[src/rtl/sum_series_pkg.sv]
// Shared definitions for the sum-series scheduler.
//   WIDTH      default operand/result width
//   REQ0/REQ1  requester index constants
//   state_t    scheduler FSM encoding
//   req_onehot maps a requester index to its one-hot request/ack bit
package sum_series_pkg;

  localparam int unsigned WIDTH = 8;

  localparam int unsigned REQ0 = 0;
  localparam int unsigned REQ1 = 1;

  typedef enum logic [1:0] {
    IDLE  = 2'b00,
    LOAD  = 2'b01,
    ACCUM = 2'b10,
    DONE  = 2'b11
  } state_t;

  function automatic logic [1:0] req_onehot(input logic idx);
    return idx ? 2'b10 : 2'b01;
  endfunction

endpackage

[src/rtl/sum_series_accum.sv]
// Accumulate datapath for the sum-series engine: R += C, C += 1.
// Ports:
//   Clk, Rst_n  clock, asynchronous active-low reset
//   ClearAcc    load R=0, C=1 (start of a job)
//   Step        perform one addition and advance the counter
//   Nreg        operand of the job being served
//   Acc         current running sum R (mod 2^WIDTH)
//   CleN        high while C <= Nreg, i.e. more terms remain to add
module sum_series_accum
  import sum_series_pkg::*;
#(
  parameter int unsigned WIDTH = sum_series_pkg::WIDTH
) (
  input  logic             Clk,
  input  logic             Rst_n,
  input  logic             ClearAcc,
  input  logic             Step,
  input  logic [WIDTH-1:0] Nreg,
  output logic [WIDTH-1:0] Acc,
  output logic             CleN
);

  // C carries one extra bit so that N = 2^WIDTH-1 still reaches C > N.
  logic [WIDTH:0]   cnt;
  logic [WIDTH-1:0] r;

  always_ff @(posedge Clk or negedge Rst_n) begin
    if (!Rst_n) begin
      r   <= '0;
      cnt <= '0;
    end else if (ClearAcc) begin
      r   <= '0;
      cnt <= (WIDTH+1)'(1);
    end else if (Step) begin
      r   <= r + cnt[WIDTH-1:0];
      cnt <= cnt + (WIDTH+1)'(1);
    end
  end

  always_comb begin
    CleN = (cnt <= {1'b0, Nreg});
    Acc  = r;
  end

endmodule

[src/rtl/sum_series_sched.sv]
// Shared-resource scheduler for the sum-series engine. Two requesters
// present an operand N; the winner of a round-robin arbitration gets
// 1+2+...+N (mod 2^WIDTH) computed on a single shared accumulator.
// Ports:
//   Clk, Rst_n  clock, asynchronous active-low reset
//   Req[1:0]    request levels, held with operand stable until Ack
//   N0, N1      operands of requester 0 / 1
//   Ack[1:0]    one-cycle pulse: request accepted, operand captured
//   Done[1:0]   one-cycle pulse to the owner; Result valid
//   Result      last completed sum, held until the next Done
//   Busy        high whenever the scheduler is not idle
//   Owner       index of the requester currently being served
module sum_series_sched
  import sum_series_pkg::*;
#(
  parameter int unsigned WIDTH = sum_series_pkg::WIDTH
) (
  input  logic             Clk,
  input  logic             Rst_n,
  input  logic [1:0]       Req,
  input  logic [WIDTH-1:0] N0,
  input  logic [WIDTH-1:0] N1,
  output logic [1:0]       Ack,
  output logic [1:0]       Done,
  output logic [WIDTH-1:0] Result,
  output logic             Busy,
  output logic             Owner
);

  state_t           state;
  state_t           state_nxt;
  logic [WIDTH-1:0] nreg;
  logic             last;
  logic             win;
  logic             clear_acc;
  logic             step;
  logic             cle_n;
  logic [WIDTH-1:0] acc;

  // Arbiter: a lone requester wins; on a tie the one not served last wins.
  // last resets to 1 so requester 0 takes the first tie.
  always_comb begin
    win = 1'(REQ0);
    if (Req == 2'b11) begin
      win = ~last;
    end else if (Req[REQ1]) begin
      win = 1'(REQ1);
    end
  end

  // State register
  always_ff @(posedge Clk or negedge Rst_n) begin
    if (!Rst_n) begin
      state <= IDLE;
    end else begin
      state <= state_nxt;
    end
  end

  // Next-state logic
  always_comb begin
    state_nxt = state;
    unique case (state)
      IDLE:    if (|Req) state_nxt = LOAD;
      LOAD:    state_nxt = ACCUM;
      ACCUM:   if (!cle_n) state_nxt = DONE;
      DONE:    state_nxt = IDLE;
      default: state_nxt = IDLE;
    endcase
  end

  // Moore-decoded outputs and datapath controls
  always_comb begin
    Ack       = '0;
    Done      = '0;
    Busy      = (state != IDLE);
    clear_acc = (state == LOAD);
    step      = (state == ACCUM) && cle_n;
    if (state == LOAD) Ack  = req_onehot(Owner);
    if (state == DONE) Done = req_onehot(Owner);
  end

  // Job registers: operand/owner captured on acceptance, result on exit
  // from ACCUM, round-robin pointer updated when the job retires.
  always_ff @(posedge Clk or negedge Rst_n) begin
    if (!Rst_n) begin
      nreg   <= '0;
      Owner  <= 1'b0;
      Result <= '0;
      last   <= 1'b1;
    end else begin
      unique case (state)
        IDLE: begin
          if (|Req) begin
            nreg  <= win ? N1 : N0;
            Owner <= win;
          end
        end
        ACCUM: begin
          if (!cle_n) Result <= acc;
        end
        DONE: begin
          last <= Owner;
        end
        default: ;
      endcase
    end
  end

  sum_series_accum #(
    .WIDTH (WIDTH)
  ) u_accum (
    .Clk      (Clk),
    .Rst_n    (Rst_n),
    .ClearAcc (clear_acc),
    .Step     (step),
    .Nreg     (nreg),
    .Acc      (acc),
    .CleN     (cle_n)
  );

endmodule

[config.mk]
export PLATFORM = sky130hd
export DESIGN_NAME = sum_series_sched
export DESIGN_NICKNAME = d
export VERILOG_FILES = /design/src/rtl/sum_series_pkg.sv /design/src/rtl/sum_series_accum.sv /design/src/rtl/sum_series_sched.sv
export SDC_FILE = /design/constraint.sdc
export NUM_CORES = 1
export LEC_CHECK = 0
export ABC_AREA = 1
export BUFFER_PORTS_ARGS = -buffer_cell sky130_fd_sc_hd__buf_2
export CAP_MARGIN = 5
export CORE_MARGIN = 8
export CORE_UTILIZATION = 57
export CTS_CLUSTER_DIAMETER = 50
export DETAILED_ROUTE_END_ITERATION = 8
export HOLD_SLACK_MARGIN = 0.06
export PLACE_DENSITY = 0.81
export SYNTH_ARGS = -nofsm -noshare
export SYNTH_HDL_FRONTEND = slang
export SYNTH_SLANG_ARGS = --single-unit
[constraint.sdc]
create_clock -name Clk -period 2.2 [get_ports Clk]
set_input_delay 0.11 -clock Clk [delete_from_list [all_inputs] [get_ports Clk]]
set_output_delay 0.11 -clock Clk [all_outputs]
set_load 0.03 [all_outputs]
=== After elaboration in Yosys (flattened, before gate mapping) ===
Cells that the tools add are included.

* Bits in registers: 37
* Input bits: 20
* Output and inout bits: 14
* Logic and storage cells: 39

* Add/sub/neg operators: 2
* Order comparisons: 1
* Eq/ne operators: 6
* Muxes and demuxes: 13
* Bitwise logic cells: 2
* Reductions and logical operators: 8

{| class="wikitable"
|+ Operators by type and width
! cell !! count
|-
| 8-bit 2-to-1 mux || 3
|-
| 9-bit 2-to-1 mux || 2
|-
| 2-bit 2-to-1 mux || 5
|-
| 9-bit by 1-bit adder with 9-bit output (second input constant) || 1
|-
| 9-bit by 8-bit less-or-equal comparator with 1-bit output || 1
|-
| 8-bit adder || 1
|-
| 2-bit case mux with 4 select lines || 1
|-
| 2-bit equality test (second input constant) || 3
|-
| 2-bit AND reduction || 3
|-
| 2-bit inequality test (second input constant) || 2
|-
| 2-bit nonzero test || 2
|-
| 2-bit by 1-bit equality test with 1-bit output (second input constant) || 1
|-
| 2-bit zero test || 1
|-
| 1-bit 2-to-1 mux || 2
|-
| 1-bit NOT || 2
|-
| 2-bit OR reduction || 1
|-
| 1-bit logical AND || 1
|}

=== Depth between registers and ports, before layout ===
Gate-level depths: netlist (run 1).

* Word-level depth: 4
* Mapped depth: 14
* Depth with buffers taken out: 13

=== Modules after synthesis ===
A second synthesis (run 1) with hierarchy kept.

* Cells, all modules: 306
* Area, all modules: 2,329.7 um2

{| class="wikitable"
|+ Modules (own cells, without submodules)
! module !! times used !! cells each !! area an instance (um2) !! sequential area each (um2)
|-
| sum_series_accum || 1 || 166 || 1,256.2 || 425.4
|-
| sum_series_sched || 1 || 140 || 1,073.5 || 501.7
|}

=== Least setup slack after synthesis (run 1) ===
Ideal clock, no wire load.

* Path type: register -> register
* From: register u_accum.cnt[7]
* To: register u_accum.r[0], in the netlist u_accum.Acc[0]
* Setup time: 0.118 ns
* Arrival time: 1.483 ns
* Setup slack: 0.599 ns
* Stages on the path, launching flop included: 11
* Path buffers: 1
* Clock period less this slack: 1.601 ns
* Cells stage by stage: dfrtp_1 ha_1 nand3_1 nand3_1 nor2_1 nand2_1 nand2_4 nand2_2 buf_4 nand3_1 nand2_1

* Cells in the longest elaborated chain, start to end: 3

{| class="wikitable"
|+ Ends and longest elaborated chain
! element !! line !! text
|-
| from (decl) || sum_series_accum.sv:24 || <nowiki>logic [WIDTH:0] cnt;</nowiki>
|-
| from (signal assigned) || sum_series_accum.sv:33 || <nowiki>cnt <= (WIDTH+1)'(1);</nowiki>
|-
| from (signal assigned) || sum_series_accum.sv:36 || <nowiki>cnt <= cnt + (WIDTH+1)'(1);</nowiki>
|-
| 9-bit by 8-bit less-or-equal comparator with 1-bit output || sum_series_accum.sv:41 || <nowiki>CleN = (cnt <= {1'b0, Nreg});</nowiki>
|-
| 1-bit logical AND || sum_series_sched.sv:78 || <nowiki>step = (state == ACCUM) && cle_n;</nowiki>
|-
| 2-bit nonzero test (no source line) || n/a ||
|-
| to (signal assigned) || sum_series_accum.sv:35 || <nowiki>r <= r + cnt[WIDTH-1:0];</nowiki>
|-
| to (decl) || sum_series_accum.sv:25 || <nowiki>logic [WIDTH-1:0] r;</nowiki>
|}

No other way between the ends.
A chain may end at the register's enable or synchronous reset.

=== Worst setup path in the final report (run 1) ===
* From: register u_accum.cnt[2]
* To: register u_accum.r[6], in the netlist u_accum.Acc[6]

* Cells in the longest elaborated chain, start to end: 3
* Elaborated cells between the ends (all ways): 6
* Classes of those cells: 1 x add/sub; 1 x order compare; 2 x mux; 2 x reduce/logical

{| class="wikitable"
|+ Ends and longest elaborated chain
! element !! line
|-
| 8-bit adder / 9-bit by 8-bit less-or-equal comparator with 1-bit output (equally long branches) || sum_series_accum.sv:35, sum_series_accum.sv:41
|-
| 8-bit 2-to-1 mux / 1-bit logical AND (equally long branches) || sum_series_accum.sv:34, sum_series_sched.sv:78
|-
| 8-bit 2-to-1 mux / 2-bit nonzero test (equally long branches) || n/a
|}

Several ways; a longest one is shown, not always the timed one. The select of a mux whose other input is x is not followed.

==> run summary, run 1 <==
hold crit path type -> input pin to flop
Setup Skew -> 3.28 ps
status -> completed
I/O Buffers -> 33
most frequent cells in the layout -> nand2_1, inv_1, dfrtp_1, buf_2, nand3_1
post-synthesis register bit count -> 37
grt total ovfl -> 0
share of cells above drive strength 1 -> 15.1%
RSZ-0062 raised after global routing -> false
cells along the critical path -> ha_1, nand2_1, inv_1, nand2_1, nand2_1, nand2_1, nand2_1, nand2_4, nand2_2, nand2_1, nand2_1, nand2_1
via count -> 2151
Critical-path top delay cell -> dfrtp_1
first-iteration detailed-routing DRC count -> 142
Num CTS Buffers -> 5
first-pass detailed-route iteration total -> 4
Root Driver -> clkbuf_8
Power per Cell Area -> 1100 mW/mm^2
layout net count -> 398
Synth top area share -> 37.3%
antenna diode count -> 0
clock sink count -> 37
final wirelength -> 5250 um
fin crit share -> 91.8%
fmax -> 0.495 GHz
Avg Vias per Cell -> 5.27
H-tree levels -> 2
CTS tree -> done
sequential share of the synthesized area -> 38.4%
post-synthesis cell type count -> 29
Setup Viol. Count Final -> 0
Final Max Slew Viols -> 0
RePlAce Congestion -> 0.902
post-synthesis cell count -> 321
max incr delay on CP -> 460 ps
I/O pin cnt -> 34
antenna violations before repair -> 0
number of gates resized after cts -> 0
final instance area -> 0.00273 sq mm
standard-cell rows -> 23
crit end category -> flop
DP Area -> 0.00262 sq mm
minimum clock period -> 2020 ps
Crit Path Max Fanout -> 21
WP buf/inv -> 1
most common cell after layout, fill and taps aside -> nand2_1
vias in the first global route -> 2056
Hold Violations, Final -> 0
Yosys Warn Count -> 0
DRC errors left -> 0
kind of cell adding the most delay to the critical path -> simple AND/OR/NAND/NOR gates
post-DR wirelength/cell -> 12.9 um
critical path class -> flop to flop
Max IR drop VDD -> 693 uV
Slew @ Worst Pin -> 832 ps
post-synth top area cell -> dfrtp_1
core footprint -> 0.00403 sq mm
Mapped Area -> 0.00242 sq mm
final antenna-violating net count -> 0
Leak -> 1.69 nW
die area -> 0.00658 sq mm
gr usage total -> 17.8%
largest net degree at the start of global routing -> 38
clk_lat worst skew -> 290 ps
Max-slew headroom -> 44.5%
Synth area leaders -> dfrtp_1, nand2_1, ha_1
post-DP HPWL -> 3800 um
worst path required time -> 2380 ps
# Post-CTS Setup Buffers -> 0
cell repeated most along the worst path -> nand2_1
post-synth net total -> 362
chip height -> 81.1 um
Clock Pin Slew Worst Setup and Hold Paths -> 70 ps
Syn Area/Cell -> 7.53 sq um
Clock Tree Buf Depth -> 2
Setup TNS -> 0 ps
Starting Density -> 60.0%
first-pass GRT wire length -> 9350 um
max-cap viol count -> 0
CP startpoint kind -> flop
Die X-Extent -> 81.1 um
critical path arrival -> 2200 ps
Area Overhead vs Synth -> 13.0%
cell usage after synthesis (all sizes together):
cell type,count
a21o,1
a21oi,5
a31oi,1
buf,7
clkbuf,3
dfrtp,36
dfstp,1
fa,1
ha,20
inv,43
mux2,1
nand2,99
nand3,31
nand3b,4
nand4,15
nor2,24
o21ai,15
o22ai,7
xor2,7
per-stage QoR:
step                      utilization (%)  cells  power (mW)  setup slack (ps)  hold WS (ps)
after floorplan                         -    321        2.12               599          -186
after global placement               65.1    399        2.43               293           252
after detailed placement             65.1    399        2.49               202           258
after CTS                            67.8    408        3.03               193          67.4
after global routing                 67.8    408        3.28              22.6          68.2
final                                67.8    408        3.01               181          66.5
flip-flops by register name, summed over array words and instances (netlist names):
| signal | count |
|---|---|
| state | 2 |
| nreg | 8 |
| u_accum.cnt | 9 |
| Owner | 1 |
| u_accum.Acc | 8 |
| Result | 8 |
| last | 1 |
tightest hold or removal path, stage by stage:
cell     delay (ps)
buf_2            90
nand2_1          50
a31oi_1          70
cell families after synthesis:
logic type | after synthesis | share of synthesized area [%]
buffers and inverters | 53 | 9.21
muxes | 1 | 0.466
adders and majority gates | 21 | 11.2
and+or+nand+nor | 173 | 31.6
AOI/OAI and AO/OA | 29 | 6.68
DFF | 37 | 38.4
xor gates and xnor gates | 7 | 2.54
power by group:
part / switching [mW] / total (mW) / leakage [nW] / internal [mW]
sequential: 0.141 / 1.01 / 0.485 / 0.872
clock: 0.254 / 0.537 / 0.0542 / 0.283
combinational: 0.971 / 1.46 / 1.15 / 0.491
repair_timing:
action	in CTS	in global routing
endpoints found under the hold margin	36	0
setup endpoints to repair	0	0
hold buffers	1	0
layout make-up:
type                    count  area, sq um
multi-input cells         231         1270
well taps                  50         62.6
clock buffers               7         96.3
fillers                   358         1300
inverters                  43          161
repair buffers             39          213
flip-flops and latches     37          927
clock inverters             1         5.00
path summary, 6_finish.rpt:
kind | depth (start not counted) | slack, ps | from | endpoint
setup reg to reg | 12 | 180 | u_accum.cnt[2] | u_accum.Acc[6]
max in group asynchronous | 2 | 1220 | Rst_n | nreg[3]
setup / recovery | 12 | 180 | u_accum.cnt[2] | u_accum.Acc[6]
min in group asynchronous | 2 | 450 | Rst_n | Owner
hold reg to reg | 2 | 460 | last | last
hold / removal | 3 | 70 | N1[0] | nreg[0]
layer usage:
metal,wire length [um],up-vias,global-route usage (%)
met5,0,-,0
met4,65,0,6.79
met3,184,6,3.75
met2,2620,36,29.2
met1,2370,1003,22.4
li1,-,1106,-
Note: power is estimated with default switching activity, not from simulation.
==> run 2, diff against run 1 <==
- ABC_AREA: 1 -> default
- ABC_CLOCK_PERIOD_IN_PS: default -> 2200
- CORE_UTILIZATION: 57 -> 50
- PLACE_DENSITY: 0.81 -> 0.73
==> run 2 against run 1 <==
Effect of this change:
- first-iteration DRC count increased by 32%
- clock power down 14%
- clock-buffer cell count increased by 1
- global-route usage fell by 2.8 points
- wire length grew 0.23%
- worst hold slack better by 24 ps
- setup slack got worse by 130 ps
- utilization shrank 6.2 points
- final cell count fell by 14%
- clock skew up 0.98 ps
- fmax is 5.8% lower
- synthesized area shrank 0.36%
- largest cell class unchanged
==> run summary, run 2 <==
DP Area -> 0.00274 sq mm (+4.6%)
post-DP HPWL -> 3900 um (+2.8%)
status -> completed
final wirelength -> 5260 um (+0.23%)
first-iteration detailed-routing DRC count -> 187 (+32%)
Avg Vias per Cell -> 5.59 (+6.1%)
commonest cells in the netlist -> dfrtp_1, ha_1, a21oi_1, nand2_1
Setup Skew -> 4.26 ps (+0.984 ps)
Setup TNS -> 0 ps (unchanged)
fin cells -> 350 (-14%)
post-DR wirelength/cell -> 15.0 um (+17%)
fill count -> 385 (+7.5%)
Max-slew headroom -> 38.7% (-5.8 points)
Power per Cell Area -> 1240 mW/mm^2 (+13%)
layout net count -> 336 (-16%)
Yosys Warn Count -> 0 (unchanged)
Most used DFF post-synth -> dfrtp_1
final antenna-violating net count -> 0 (unchanged)
minimum clock period -> 2140 ps (+125 ps)
clk_lat worst skew -> 300 ps (about the same)
Num CTS Buffers -> 5 (unchanged)
post-synth top area cell -> dfrtp_1
CP startpoint kind -> flop
Post-synth EDFFs -> 0 (unchanged)
Die X-Extent -> 85.4 um (+5.3%)
Synth top area share -> 37.4% (+0.14 points)
max reg flops -> 9 (unchanged)
sequential share of the synthesized area -> 38.5% (+0.14 points)
most frequent cell after synthesis -> dfrtp_1
via count -> 1958 (-9.0%)
gr usage total -> 15.0% (-2.8 points)
Syn Area/Cell -> 10.0 sq um (+33%)
final instance area -> 0.00289 sq mm (+5.8%)
core footprint -> 0.00469 sq mm (+16%)
clock sink count -> 37 (unchanged)
Area Overhead vs Synth -> 20.1%
Mapped Area -> 0.00241 sq mm (-0.36%)
fin crit share -> 97.5% (+5.7 points)
Slew @ Worst Pin -> 913 ps (+80.9 ps)
antenna diode count -> 0 (unchanged)
Setup Viol. Count Final -> 0 (unchanged)
antenna violations before repair -> 0 (unchanged)
Crit Path Max Fanout -> 5 (-76%)
share of cells above drive strength 1 -> 28.0% (+13 points)
fmax -> 0.466 GHz (-5.8%)
Hold Violations, Final -> 0 (unchanged)
CTS tree -> done
post-synthesis register bit count -> 37 (unchanged)
first-pass detailed-route iteration total -> 4 (unchanged)
max-cap viol count -> 0 (unchanged)
Leak -> 1.48 nW (-13%)
Root Driver -> clkbuf_8
critical path arrival -> 2320 ps (+120 ps)
chip height -> 85.4 um (+5.3%)
die area -> 0.00729 sq mm (+11%)
Final Max Slew Viols -> 0 (unchanged)
hold crit path type -> input pin to flop
post-synthesis cell count -> 240 (-25%)
H-tree levels -> 2 (unchanged)
post-synthesis cell type count -> 50 (+72%)
standard-cell rows -> 25 (+8.7%)
Clock Tree Buf Depth -> 2 (unchanged)
DRC errors left -> 0 (unchanged)
Clock Pin Slew Worst Setup and Hold Paths -> 70 ps (about the same)
vias in the first global route -> 2013 (-2.1%)
I/O pin cnt -> 34 (unchanged)
most frequent cells in the layout -> dfrtp_1, buf_2, buf_4, ha_1
RePlAce Congestion -> 0.922 (+2.2%)
I/O Buffers -> 33 (unchanged)
Multi-input gate area -> 0.00141 sq mm (+11%)
most common cell after layout, fill and taps aside -> dfrtp_1
asr flop ratio synth -> 100% (unchanged)
Synth area leaders -> dfrtp_1, ha_1, mux2_4
Max IR drop VDD -> 621 uV (-10%)
Cells after DPL -> 337 (-16%)
critical path class -> flop to flop
crit end category -> flop
FF/Latch Area -> 927 sq um (unchanged)
largest net degree at the start of global routing -> 38 (unchanged)
Starting Density -> 51.3% (-8.7 points)
first-pass GRT wire length -> 8870 um (-5.1%)
worst path required time -> 2370 ps (about the same)
Reg with most FFs -> u_accum.cnt
post-synth net total -> 281 (-22%)
grt total ovfl -> 0 (unchanged)
Hold Slack -> 90.1 ps (+23.7 ps)
run 2: cell count changes in the layout (fill, tap and decap cells not counted), sizes merged, moves of 5 or more:
cell   delta
a21oi    +12
buf      +17
inv      -29
mux2     +15
mux2i     +9
nand2    -84
nand3    -17
nand4    -11
nor2     -14
nor2b    +10
o21ai     +5
xor2      -6
run 2: final timing paths:
| check | from | endpoint | slack, ps | cells past startpoint |
|---|---|---|---|---|
| max | nreg[6] | u_accum.cnt[6] | 60 | 7 |
| min in group asynchronous | Rst_n | u_accum.Acc[1] | 440 | 2 |
| min reg2reg | nreg[1] | nreg[1] | 480 | 2 |
| max reg2reg | nreg[6] | u_accum.cnt[6] | 60 | 7 |
| max in group asynchronous | Rst_n | u_accum.cnt[5] | 1240 | 2 |
| min | N0[1] | nreg[1] | 90 | 3 |
run 2: repair_timing:
item	4_1_cts	5_1_grt
setup endpoints to repair	2	15
hold buffers	1	0
pin swaps	1	7
resized for setup	1	5
setup buffers	0	4
endpoints found under the hold margin	36	0
run 2: metrics by stage:
step / power, mW / utilization (%) / setup slack [ps]
6_report: 3.59 / 61.6 / 55.8
5_1_grt: 3.92 / 61.6 / -17.9
4_1_cts: 3.52 / 60.5 / 1.93
3_5_place_dp: 3.03 / 58.4 / 28.4
3_3_place_gp: 2.99 / 58.4 / 47.9
2_1_floorplan: 2.47 / - / 120
run 2: layout make-up:
cell class | count | area share (%)
inverters | 14 | 1.82
well taps | 54 | 2.34
repair buffers | 56 | 12.2
flip-flops and latches | 37 | 32.1
multi-input cells | 181 | 48.8
clock buffers | 8 | 2.77
run 2: worst max-delay path, cell delays in order, from the launching register on:
cell      delay (ps)
dfrtp_1          340
inv_1             50
ha_1             300
a21o_1           190
a211oi_2         280
nand4_1          290
a21oi_1          230
mux2_1           350
run 2: cells by family (layout without fill, tap and decap cells):
family,Yosys count,count (layout),share of synthesized area (%)
AOI/OAI and AO/OA,63,63,17.5
xor gates and xnor gates,4,4,1.45
adders and majority gates,21,21,11.2
buffers and inverters,22,78,4.16
DFF,37,37,38.5
muxes,25,25,12.5
and+or+nand+nor,68,68,14.8
run 2: power by group:
part	switching, mW	internal, mW
logic	1.19	0.892
registers	0.140	0.905
clock network	0.239	0.225
total	1.57	2.02
run 2: routing by layer:
metal | routed length [um] | up-vias | global-route usage, %
li1 | - | 981 | -
met1 | 2540 | 916 | 18.7
met2 | 2370 | 51 | 23.9
met3 | 258 | 10 | 4.54
met4 | 90 | 0 | 4.94
met5 | 0 | - | 0
==> run 3, diff against run 2 <==
- ABC_AREA: default -> 1
- GPL_ROUTABILITY_DRIVEN: default -> 0
==> run 3 against run 2 <==
Effect of this change:
- final cell count up 18%
- power is 17% lower
- register-to-register slack improved by 190 ps
- fmax rose by 9.9%
- die area rose by 0.29%
- utilization decreased by 3.1 points
- clock-buffer cell count is 1 lower
- largest power group unchanged
==> run summary, run 3 (same netlist as run 1, synthesis figures left out) <==
number of gates resized after cts -> 0 (-1)
via count -> 2141 (+9.3%)
I/O pin cnt -> 34 (unchanged)
WP buf/inv -> 0 (-1)
vias in the first global route -> 2036 (+1.1%)
Crit Path Max Fanout -> 21 (+16)
share of cells above drive strength 1 -> 15.3% (-13 points)
Hold Slack -> 77.9 ps (-12.2 ps)
Reg with most FFs -> u_accum.cnt
hold crit path type -> input pin to flop
critical path class -> flop to flop
Power Total -> 2.97 mW (-17%)
status -> completed
worst path required time -> 2390 ps (+20 ps)
final wirelength -> 5310 um (+0.97%)
post-DP HPWL -> 3870 um (-0.86%)
Slew @ Worst Pin -> 843 ps (-70.2 ps)
Num CTS Buffers -> 5 (unchanged)
Hold Violations, Final -> 0 (unchanged)
critical path arrival -> 2140 ps (-180 ps)
first-pass detailed-route iteration total -> 4 (unchanged)
clk_lat worst skew -> 290 ps (about the same)
Area Overhead vs Synth -> 13.6%
minimum clock period -> 1950 ps (-194 ps)
H-tree levels -> 2 (unchanged)
cells along the critical path -> ha_1, nand3_1, nor2_1, nor2_1, nor2_2, nand2_4, nand2_2, nand2_1, nand2_1, nand2_1
crit end category -> flop
cell repeated most along the worst path -> nand2_1
post-DR wirelength/cell -> 12.9 um (-14%)
standard-cell rows -> 25 (unchanged)
CP startpoint kind -> flop
gr usage total -> 15.6% (+0.67 points)
Setup Skew -> 8.11 ps (+3.85 ps)
Setup TNS -> 0 ps (unchanged)
die area -> 0.00732 sq mm (+0.29%)
core footprint -> 0.00469 sq mm (unchanged)
grt total ovfl -> 0 (unchanged)
chip height -> 85.5 um (+0.15%)
fin worst setup slack -> 250 ps (+194 ps)
final antenna-violating net count -> 0 (unchanged)
final instance area -> 0.00275 sq mm (-5.1%)
Root Driver -> clkbuf_8
Critical-path top delay cell -> dfrtp_1
layout net count -> 399 (+19%)
fin cells -> 413 (+18%)
max reg flops -> 9 (unchanged)
DP Area -> 0.00263 sq mm (-3.9%)
Max IR drop VDD -> 782 uV (+26%)
antenna diode count -> 0 (unchanged)
clock sink count -> 37 (unchanged)
most frequent cells in the layout -> nand2_1, inv_1, dfrtp_1, buf_2, nand3_1
fin crit share -> 88.6% (-8.8 points)
Leak -> 1.70 nW (+15%)
first-iteration detailed-routing DRC count -> 111 (-41%)
max-cap viol count -> 0 (unchanged)
pre-CTS WS -> 256 ps (+227 ps)
largest net degree at the start of global routing -> 38 (unchanged)
most common cell after layout, fill and taps aside -> nand2_1
Starting Density -> 51.5% (+0.19 points)
CTS tree -> done
I/O Buffers -> 33 (unchanged)
max incr delay on CP -> 460 ps (+110 ps)
fmax -> 0.513 GHz (+9.9%)
Setup Viol. Count Final -> 0 (unchanged)
Finished Core Util -> 58.5% (-3.1 points)
Avg Vias per Cell -> 5.18 (-7.3%)
Final Max Slew Viols -> 0 (unchanged)
Die X-Extent -> 85.5 um (+0.15%)
Max-slew headroom -> 43.8% (+5.1 points)
DRC errors left -> 0 (unchanged)
antenna violations before repair -> 0 (unchanged)
Clock Tree Buf Depth -> 2 (unchanged)
Cells after DPL -> 404 (+20%)
Power per Cell Area -> 1080 mW/mm^2 (-13%)
kind of cell adding the most delay to the critical path -> simple AND/OR/NAND/NOR gates
first-pass GRT wire length -> 9200 um (+3.7%)
Clock Pin Slew Worst Setup and Hold Paths -> 80 ps (about the same)
RSZ-0062 raised after global routing -> false
run 3: area by class of cell:
type | instances | area, sq um
Clock buffer | 7 | 96.3
Clock inverter | 1 | 5.00
Fill cell | 437 | 1950
Inverter | 43 | 161
Multi-Input combinational cell | 231 | 1270
Sequential cell | 37 | 927
Tap cell | 54 | 67.6
Timing Repair Buffer | 40 | 220
run 3: path summary, 6_finish.rpt:
path / from / to / slack (ps) / cells past startpoint
worst min register to register: last / last / 470 / 2
worst max register to register: u_accum.cnt[6] / u_accum.Acc[6] / 250 / 10
worst min-delay path: N1[0] / nreg[0] / 80 / 3
max in group asynchronous: Rst_n / Result[3] / 1200 / 2
worst max-delay path: u_accum.cnt[6] / u_accum.Acc[6] / 250 / 10
min in group asynchronous: Rst_n / u_accum.Acc[6] / 460 / 2
run 3: layer usage:
metal	GRT usage, %	share of wire (%)	vias to the layer above
met3	4.01	3.3	9
met1	18.5	46	982
met5	0	0	-
met4	5.10	1.5	0
li1	-	-	1113
met2	26.8	49	37
run 3: worst min-delay path, stage by stage:
cell     delay, ps
buf_2          100
nand2_1         50
a31oi_1         70
run 3: power breakdown:
| part | internal [mW] | switching [mW] | total (mW) |
|---|---|---|---|
| logic | 0.481 | 0.956 | 1.44 |
| clock network | 0.283 | 0.246 | 0.530 |
| registers | 0.873 | 0.133 | 1.01 |
run 3: what timing repair did:
action / in CTS / in global routing
hold endpoints to repair: 36 / 0
setup endpoints to repair: 0 / 0
hold buffers: 1 / 0
setup buffers: 0 / 0
